[src/rtl/secure_serdes_decryptor_core.sv]
// ---------------------------------------------------------------------------
// secure_serdes_decryptor_core
//
// Receive side of the secure SerDes link. After a start strobe, eight cipher
// bits and eight B-operand bits are shifted in MSB first. The plaintext byte
// A = C ^ B ^ key[7:0] is then offered on a one-deep valid/ready output
// register. If that register is still occupied when a new byte is ready, the
// new byte is dropped and the sticky overrun flag is raised.
//
// Parameters:
//   FILTER_EN   1 = cipher_bit goes through a 3-tap majority vote before
//               capture, 0 = raw capture
//   CNT_W       width of frame_cnt
//
// Ports:
//   clk          clock, rising edge
//   rst          asynchronous, active-high reset
//   start        frame start strobe, only looked at while idle
//   cipher_bit   serial cipher stream, MSB first
//   b_bit        serial B-operand stream, bit-aligned with cipher_bit
//   key          key; only key[7:0] takes part in the decryption
//   plain_ready  downstream accepts plain_byte
//   clr_err      synchronous clear of overrun
//   plain_byte   recovered plaintext
//   plain_valid  plain_byte holds an unconsumed byte
//   busy         a frame is in progress
//   overrun      sticky: a decrypted byte was dropped
//   frame_cnt    bytes delivered to plain_byte, wraps silently
// ---------------------------------------------------------------------------
module secure_serdes_decryptor_core #(
   parameter bit FILTER_EN = 1'b0,
   parameter int CNT_W     = 8
) (
   input  logic             clk,
   input  logic             rst,
   input  logic             start,
   input  logic             cipher_bit,
   input  logic             b_bit,
   input  logic [127:0]     key,
   input  logic             plain_ready,
   input  logic             clr_err,
   output logic [7:0]       plain_byte,
   output logic             plain_valid,
   output logic             busy,
   output logic             overrun,
   output logic [CNT_W-1:0] frame_cnt
);

   typedef enum logic [1:0] {
      ST_IDLE    = 2'd0,
      ST_SHIFT   = 2'd1,
      ST_DECRYPT = 2'd2
   } state_t;

   state_t      state_r;
   logic [7:0]  c_sh_r;
   logic [7:0]  b_sh_r;
   logic [2:0]  bit_cnt_r;
   logic [1:0]  filt_r;
   logic        vote_s;
   logic        cap_bit_s;
   logic [7:0]  res_s;
   logic        load_ok_s;
   logic        unused_key_s;

   // True when at least two of the three inputs are 1.
   function automatic logic maj3(input logic a, input logic b, input logic c);
      return (a & b) | (a & c) | (b & c);
   endfunction

   // The upper key bits are carried on the port for the shared key bus only.
   assign unused_key_s = ^key[127:8];

   assign vote_s    = maj3(filt_r[1], filt_r[0], cipher_bit);
   assign res_s     = c_sh_r ^ b_sh_r ^ key[7:0];
   // The output register can take a new byte if it is empty or being drained
   // on this very edge.
   assign load_ok_s = (~plain_valid) | plain_ready;
   assign busy      = (state_r != ST_IDLE);

   // Select the bit that enters the cipher shift register.
   always_comb begin
      cap_bit_s = cipher_bit;
      if (FILTER_EN) begin
         cap_bit_s = vote_s;
      end else begin
         cap_bit_s = cipher_bit;
      end
   end

   // Frame FSM, deserializers, output register, overrun flag and frame counter.
   always_ff @(posedge clk or posedge rst) begin
      if (rst) begin
         state_r     <= ST_IDLE;
         c_sh_r      <= 8'h00;
         b_sh_r      <= 8'h00;
         bit_cnt_r   <= 3'd0;
         filt_r      <= 2'b00;
         plain_byte  <= 8'h00;
         plain_valid <= 1'b0;
         overrun     <= 1'b0;
         frame_cnt   <= '0;
      end else begin
         // Clear first so that a drop later in this block takes priority.
         if (clr_err) begin
            overrun <= 1'b0;
         end
         // Consume; a load further down overrides this on the same edge.
         if (plain_valid && plain_ready) begin
            plain_valid <= 1'b0;
         end
         case (state_r)
            ST_IDLE: begin
               if (start) begin
                  c_sh_r    <= 8'h00;
                  b_sh_r    <= 8'h00;
                  bit_cnt_r <= 3'd0;
                  filt_r    <= 2'b00;
                  state_r   <= ST_SHIFT;
               end
            end
            ST_SHIFT: begin
               c_sh_r    <= {c_sh_r[6:0], cap_bit_s};
               b_sh_r    <= {b_sh_r[6:0], b_bit};
               filt_r    <= {filt_r[0], cipher_bit};
               bit_cnt_r <= bit_cnt_r + 3'd1;
               if (bit_cnt_r == 3'd7) begin
                  state_r <= ST_DECRYPT;
               end
            end
            ST_DECRYPT: begin
               if (load_ok_s) begin
                  plain_byte  <= res_s;
                  plain_valid <= 1'b1;
                  frame_cnt   <= frame_cnt + CNT_W'(1);
               end else begin
                  overrun <= 1'b1;
               end
               state_r <= ST_IDLE;
            end
            default: begin
               state_r <= ST_IDLE;
            end
         endcase
      end
   end

endmodule

[config.mk]
export PLATFORM = sky130hd
export DESIGN_NAME = secure_serdes_decryptor_core
export DESIGN_NICKNAME = d
export VERILOG_FILES = /design/src/rtl/secure_serdes_decryptor_core.sv
export SDC_FILE = /design/constraint.sdc
export NUM_CORES = 1
export LEC_CHECK = 0
export ABC_AREA = 1
export CAP_MARGIN = 10
export CORE_MARGIN = 1.5
export CORE_UTILIZATION = 25
export DETAILED_ROUTE_END_ITERATION = 12
export PLACE_DENSITY = 0.6
export SYNTH_ARGS = -nofsm -noshare
export SYNTH_HDL_FRONTEND = slang
export SYNTH_SLANG_ARGS = --single-unit
[constraint.sdc]
create_clock -name clk -period 2.5 [get_ports clk]
set_input_delay 0.25 -clock clk [delete_from_list [all_inputs] [get_ports clk]]
set_output_delay 0.25 -clock clk [all_outputs]
set_load 0.02 [all_outputs]
After elaboration in Yosys (flattened, before gate mapping)
Index checks and enable logic that the tools add are counted.

$add $sub $neg: 2. Eq/ne operators: 5. Multiplexer cells: 14. Bitwise operators: 4. Reductions and logical operators: 7.

Operator list (count): 8-bit one-hot mux with 2 select lines (2); 8-bit XOR (2); 8-bit by 1-bit adder with 8-bit output, second input constant (1); 8-bit two-way mux (1); 1-bit two-way mux (6); 3-bit one-hot mux with 2 select lines (1); 2-bit AND reduction (3); 2-bit two-way mux (2); 2-bit != test, second input constant (2); 2-bit one-hot mux with 2 select lines (1); 2-bit nonzero test (2); 3-bit by 1-bit adder with 3-bit output, second input constant (1); 3-bit equality test, second input constant (1); 3-bit two-way mux (1); 2-bit by 1-bit equality test with 1-bit output, second input constant (1); 2-bit equality test, second input constant (1); 2-bit logical NOT (1); 1-bit logical AND (1); 1-bit NOT (1); 1-bit OR (1).

Flip-flop bits (word level): 39. Bits of input ports: 135. Output and inout port bits: 19. Word-level logic and storage cells: 40.

Depth between registers and ports, before layout
Gate-level depths: netlist of run 1.

Depth in word-level cells: 4. Depth in mapped cells: 8. Gate-level depth less buffers: 7.

Worst setup path after synthesis of run 1
Ideal clock, no wire load.

Kind: reg2reg. Start: register plain_valid. End: register plain_byte[0]. Setup time: 117 ps. Arrival time: 1080 ps. Required time: 2383 ps. Path slack: 1303 ps. Cell stages (with the launch flop): 7. Path buffers: 1. Period minus slack after synthesis: 1197 ps. Path through: dfrtp_1 inv_1 nor2_1 nor2_8 buf_6 nand3_1 nand2_1.

Word-level cells in the longest chain between the ends: 3.

RTL lines: start: declaration (RTL line 43) `output logic plain_valid,`; start signal: assignment (RTL line 100) `plain_valid <= 1'b0;`; start signal: assignment (RTL line 110) `plain_valid <= 1'b0;`; start signal: assignment (RTL line 134) `plain_valid <= 1'b1;`; 1-bit NOT (RTL line 78) `assign load_ok_s = (~plain_valid) | plain_ready;`; 1-bit OR (RTL line 78); 2-bit AND reduction (no source line); end signal: assignment (RTL line 133) `plain_byte <= res_s;`; end: declaration (RTL line 42) `output logic [7:0] plain_byte,`.

Every way passes these cells. A chain may end at the register's enable or synchronous reset.

Worst setup path after layout of run 1
Start: register state_r[0]. End: output port busy.

Word-level cells in the longest chain between the ends: 1.

RTL lines: start: declaration (RTL line 55) `state_t state_r;`; start signal: assignment (RTL line 94) `state_r <= ST_IDLE;`; start signal: assignment (RTL line 119) `state_r <= ST_SHIFT;`; start signal: assignment (RTL line 128) `state_r <= ST_DECRYPT;`; 2-bit nonzero test (RTL line 79) `assign busy = (state_r != ST_IDLE);`; end: declaration (RTL line 44) `output logic busy,`.

Every way passes these cells.

==> results.cfg, run 1 <==
[outcome]
status = completed

[floorplanning]
die_x_um = 90.51
ios = 154
coreArea_um2 = 7331
rows = 31
die_area_um2 = 8191
start_util_pct = 26.11
chipHeight_um = 90.51

[yosys]
synth_area_um2 = 1914
synth-seq-area-share_pct = 50.98
ys_seq_elements = 39
syn_nets = 359
avgSynthCellArea_um2 = 8.662
synth_cell_types = 21
synthCells = 221
yosysWarnings = 0

[clock_tree]
post_cts_buffers = 0
cts_resized = 0
clk_pin_slew_ps = 70
clk_latency_ps = 300
clockBufferDepth = 2
root_buffer = clkbuf_8
hold_buffers = 0
cts_tree = yes
htree_levels = 2
cts_made_buffers = 5
clock_sinks = 39

[sta]
tightest_slew_ps = 661.2
hold_viol = 0
rsz0062_at_grt = false
fmax_mhz = 510.4
slew_violations = 0
fin_skew_ps = 7.731
finalCriticalPeriod_ps = 1959
fin_setup_tns_ps = 0
fin_ws_ps = 540.9
relSlewSlack_pct = 55.81
finalCritPeriodShare_pct = 78.37
setup-violations-final = 0

[setup_path]
arrival_ps = 1710
timing.critical_path.from = state_r[0]$_DFFE_PP0P_
r2r-start = state_r[0]$_DFFE_PP0P_
cp-end-kind = output pin
crit_fanout = 10
crit_type = flop to output pin
critical_path_required_ps = 2250
crit_path_start_kind = flop

[drt]
drtIter0Drc = 88
drcViolationCount = 0
num_vias = 1440
ant_nets = 0
dr.pass1.iters = 4
wire_per_inst_um = 10.68
drt-vias-per-instance = 4.034
wirelength_mm = 3.814

[global_routing]
globalRouteOverflowTotal = 0
grt_pass1_vias = 1509
grt_util_all_layers_pct = 10.42
top_usage_layer = met2
grtUsageMet1_pct = 12.85
grt_pass1_wl_mm = 6.775
antenna_found_initial = 0
grt_start_max_net_pins = 40
gr-usage-met3_pct = 3.788
met2_usage_pct = 16.10

[pwr]
ir_drop_mv = 0.3232
power.density_nw_per_um2 = 1110
p_leak_nw = 1.204

[final_layout]
final_nets = 395
final_cell_mix = nand2_1 (75), dfrtp_1 (39), inv_1 (36)
final_layout_size_suffix_gt1_share_pct = 9.690
final_common_cell = nand2_1
syn_to_final_growth_pct = 29.02
antenna_cells = 0

[placement]
gp_congestion = 0.7016
dp_hpwl_mm = 2.687
port_buffers = 33
dpl_worst_slack_ps = 806.6

[flow_run]
cap_violations = 0

[hold_path]
hold_path_class = input port to asynchronous set/reset pin
-- per-stage QoR --
| step | instances | power, mW | hold slack [ps] | util (%) | cell area [µm²] |
|---|---|---|---|---|---|
| after floorplan | 221 | 1.804 | 349.0 | - | 1914 |
| after global routing | 357 | 2.971 | 417.4 | 33.69 | 2470 |
| after CTS | 357 | 2.779 | 388.8 | 33.69 | 2470 |
| after detailed placement | 349 | 2.133 | 471.1 | 31.83 | 2333 |
| final | 357 | 2.741 | 368.8 | 33.69 | 2470 |
| after global placement | 349 | 2.103 | 458.3 | 31.83 | 2333 |
-- path summary, 6_finish.rpt --
| path | to | slack (ps) | cells past startpoint |
|---|---|---|---|
| max in group asynchronous | frame_cnt[6]$_DFFE_PP0P_ | 1770 | 3 |
| hold / removal | plain_valid$_DFF_PP0_ | 370 | 3 |
| hold reg to reg | plain_byte[5]$_DFFE_PP0P_ | 480 | 2 |
| min in group clk | plain_byte[5]$_DFFE_PP0P_ | 480 | 2 |
| setup reg to reg | b_sh_r[4]$_DFFE_PP0P_ | 1060 | 2 |
| setup / recovery | busy | 540 | 3 |
-- cell families after synthesis --
logic type | Yosys count | share of synthesized area, %
simple gates | 109 | 24.45
buf+inv | 44 | 9.934
flops | 39 | 50.98
compound gates | 20 | 9.935
xor+xnor | 6 | 2.746
fa+ha+maj | 3 | 1.961
-- per-layer routing --
| layer | vias to the layer above | wire length [µm] |
|---|---|---|
| met1 | 636 | 1785 |
| li1 | 765 | - |
| met2 | 32 | 1721 |
| met3 | 7 | 221 |
| met4 | 0 | 86 |
| met5 | - | 0 |
-- worst max-delay path, stage by stage (launching register included) --
cell	delay, ps
dfrtp_1	580
clkinv_2	150
nand2_1	90
clkdlybuf4s50_1	600
-- synth_stat cells (all sizes together) --
| cell | count | area (µm²) |
|---|---|---|
| xnor2 | 3 | 26.28 |
| buf | 5 | 42.53 |
| o21ai | 6 | 41.29 |
| xor2 | 3 | 26.28 |
| ha | 3 | 37.54 |
| clkinv | 1 | 5.000 |
| nor2 | 8 | 46.30 |
| inv | 38 | 142.6 |
| nand4 | 3 | 18.77 |
| nand2 | 76 | 292.8 |
| dfrtp | 39 | 975.9 |
| nand3 | 22 | 110.1 |
| o22ai | 13 | 143.9 |
| a21oi | 1 | 5.000 |
-- state kept, by name, summed over array words and instances (netlist names) --
signal / cells
bit_cnt_r: 3
plain_byte: 8
overrun: 1
state_r: 2
c_sh_r: 8
plain_valid: 1
b_sh_r: 8
frame_cnt: 8
-- power by group --
group	switching, mW	internal [mW]
logic	0.605	0.482
clock network	0.233	0.398
registers	0.159	0.864
total	0.997	1.74
-- area by class of cell --
cell class / count / area [µm²]
Clock buffer: 5 / 68.82
Clock inverter: 3 / 67.56
Fill cell: 742 / 4861
Inverter: 39 / 147.6
Multi-Input combinational cell: 138 / 748.2
Sequential cell: 39 / 975.9
Tap cell: 99 / 123.9
Timing Repair Buffer: 34 / 337.8
(Power assumes the default switching activity.)
==> run 2, diff against run 1 <==
- PLACE_DENSITY: 0.6 -> 0.63
- clock period: 2.5 -> 1.6 ns (I/O delays scaled with it)
==> run 2 against run 1 <==
Clock power grew 1%. Register-to-register slack worse by 690 ps. Critical path type unchanged. Routed wire length grew 0.10%. Combinational power up 61%. Setup slack worse by 460 ps. Sequential power rose by 55%.
==> results.cfg, run 2 (synthesis results as in run 1) <==
[outcome]
status = completed

[placement]
gp_congestion = 0.7301
dp_hpwl_mm = 2.751
placed_area_um2 = 2376
port_buffers = 33

[sta]
hold_viol = 0
tightest_slew_ps = 335.2
fin_setup_tns_ps = 0
slew_violations = 0
fin_skew_ps = 7.080
finalCritPeriodShare_pct = 95.08
finalCriticalPeriod_ps = 1521
rsz0062_at_grt = false
setup-violations-final = 0
fmax_mhz = 657.4
relSlewSlack_pct = 77.57
whs_ps = 226.1

[setup_path]
r2r-start = state_r[0]$_DFFE_PP0P_
crit_fanout = 5
arrival_ps = 1360
crit_type = flop to output pin
critPathBufInv = 1
crit_chain = clkdlybuf4s50_1
crit_path_start_kind = flop
cp_slowest_cell = clkdlybuf4s50_1
cpPeakStageDelay_ps = 630
cpLargestDelayFamily = buffers and inverters
timing.critical_path.from = frame_cnt[3]$_DFFE_PP0P_
cp-end-kind = output pin
critical_path_required_ps = 1440

[floorplanning]
die_area_um2 = 8191
start_util_pct = 26.11
ios = 154
die_x_um = 90.51
chipHeight_um = 90.51
coreArea_um2 = 7331
rows = 31

[clock_tree]
clk_pin_slew_ps = 80
post_cts_buffers = 0
cts_resized = 1
clk_latency_ps = 290
clock_sinks = 39
clockBufferDepth = 2
hold_buffers = 0
root_buffer = clkbuf_8
cts_tree = yes
htree_levels = 2
cts_made_buffers = 5

[global_routing]
grt_util_all_layers_pct = 10.39
globalRouteOverflowTotal = 0
antenna_found_initial = 0
grt_pass1_wl_mm = 6.755
grt_start_max_net_pins = 40
grt_pass1_vias = 1447

[final_layout]
final_util_pct = 33.50
n_fill_cell = 759
final_common_cell = nand2_1
antenna_cells = 0
final_nets = 399
postLayoutCellArea_um2 = 2456
syn_to_final_growth_pct = 28.30
final_cell_mix = nand2_1 (75), dfrtp_1 (39), inv_1 (36)
final_layout_size_suffix_gt1_share_pct = 10.31

[drt]
num_vias = 1476
wirelength_mm = 3.818
dr.pass1.iters = 4
drtIter0Drc = 68
ant_nets = 0
drt-vias-per-instance = 4.089
wire_per_inst_um = 10.58
drcViolationCount = 0

[pwr]
power.density_nw_per_um2 = 1615
p_leak_nw = 1.204
ir_drop_mv = 0.4944

[flow_run]
cap_violations = 0

[hold_path]
hold_path_class = input port to asynchronous set/reset pin
## run 2: cell count changes in the layout (fill, tap and decap cells not counted), sizes merged
cell,delta
buf,+4
bufinv,-2
clkbuf,+2
clkdlybuf4s50,-1
clkinv,+1
clkinvlp,-1
dlygate4sd2,+1
## run 2: layer usage
| metal | vias to the layer above | track usage, % | share of wire (%) | wire length (µm) |
|---|---|---|---|---|
| li1 | 768 | - | - | - |
| met2 | 23 | 16.17 | 46 | 1752 |
| met5 | - | 0 | 0 | 0 |
| met4 | 0 | 3.968 | 1.5 | 57 |
| met1 | 679 | 13.06 | 47 | 1786 |
| met3 | 6 | 3.788 | 5.8 | 223 |
## run 2: through the flow
step	worst slack [ps]	cells	total power, mW
3_5_place_dp	225.0	353	3.364
4_1_cts	63.85	361	4.020
6_report	78.75	361	3.967
2_1_floorplan	402.6	221	2.819
5_1_grt	24.22	361	4.298
3_3_place_gp	237.4	353	3.322
## run 2: final timing paths
check,endpoint,slack (ps),cells after the start
worst min register to register,plain_byte[2]$_DFFE_PP0P_,480,2
worst max register to register,plain_byte[7]$_DFFE_PP0P_,370,6
worst max-delay path,frame_cnt[3],80,1
max in group asynchronous,state_r[1]$_DFFE_PP0P_,1180,3
worst min-delay path,plain_byte[7]$_DFFE_PP0P_,230,3
min in group clk,overrun$_DFF_PP0_,450,2
## run 2: area by class of cell
cell class / count / area [µm²] / share of cell area [%]
Sequential cell: 39 / 975.9 / 39.74
Multi-Input combinational cell: 138 / 748.2 / 30.46
Timing Repair Buffer: 38 / 379.1 / 15.44
Inverter: 39 / 147.6 / 6.011
Tap cell: 99 / 123.9 / 5.043
Clock buffer: 7 / 76.32 / 3.107
Clock inverter: 1 / 5.005 / 0.2038
## run 2: power by group
group | switching, mW | internal [mW] | total, mW
sequential | 0.225 | 1.35 | 1.58
clock | 0.334 | 0.306 | 0.640
combinational | 0.969 | 0.781 | 1.75
total | 1.53 | 2.44 | 3.97
==> run 3, diff against run 2 <==
- SKIP_LAST_GASP: not set -> 1
==> results of run 3 <==
The final DEF is identical to that of run 2; final timing and power are the same.
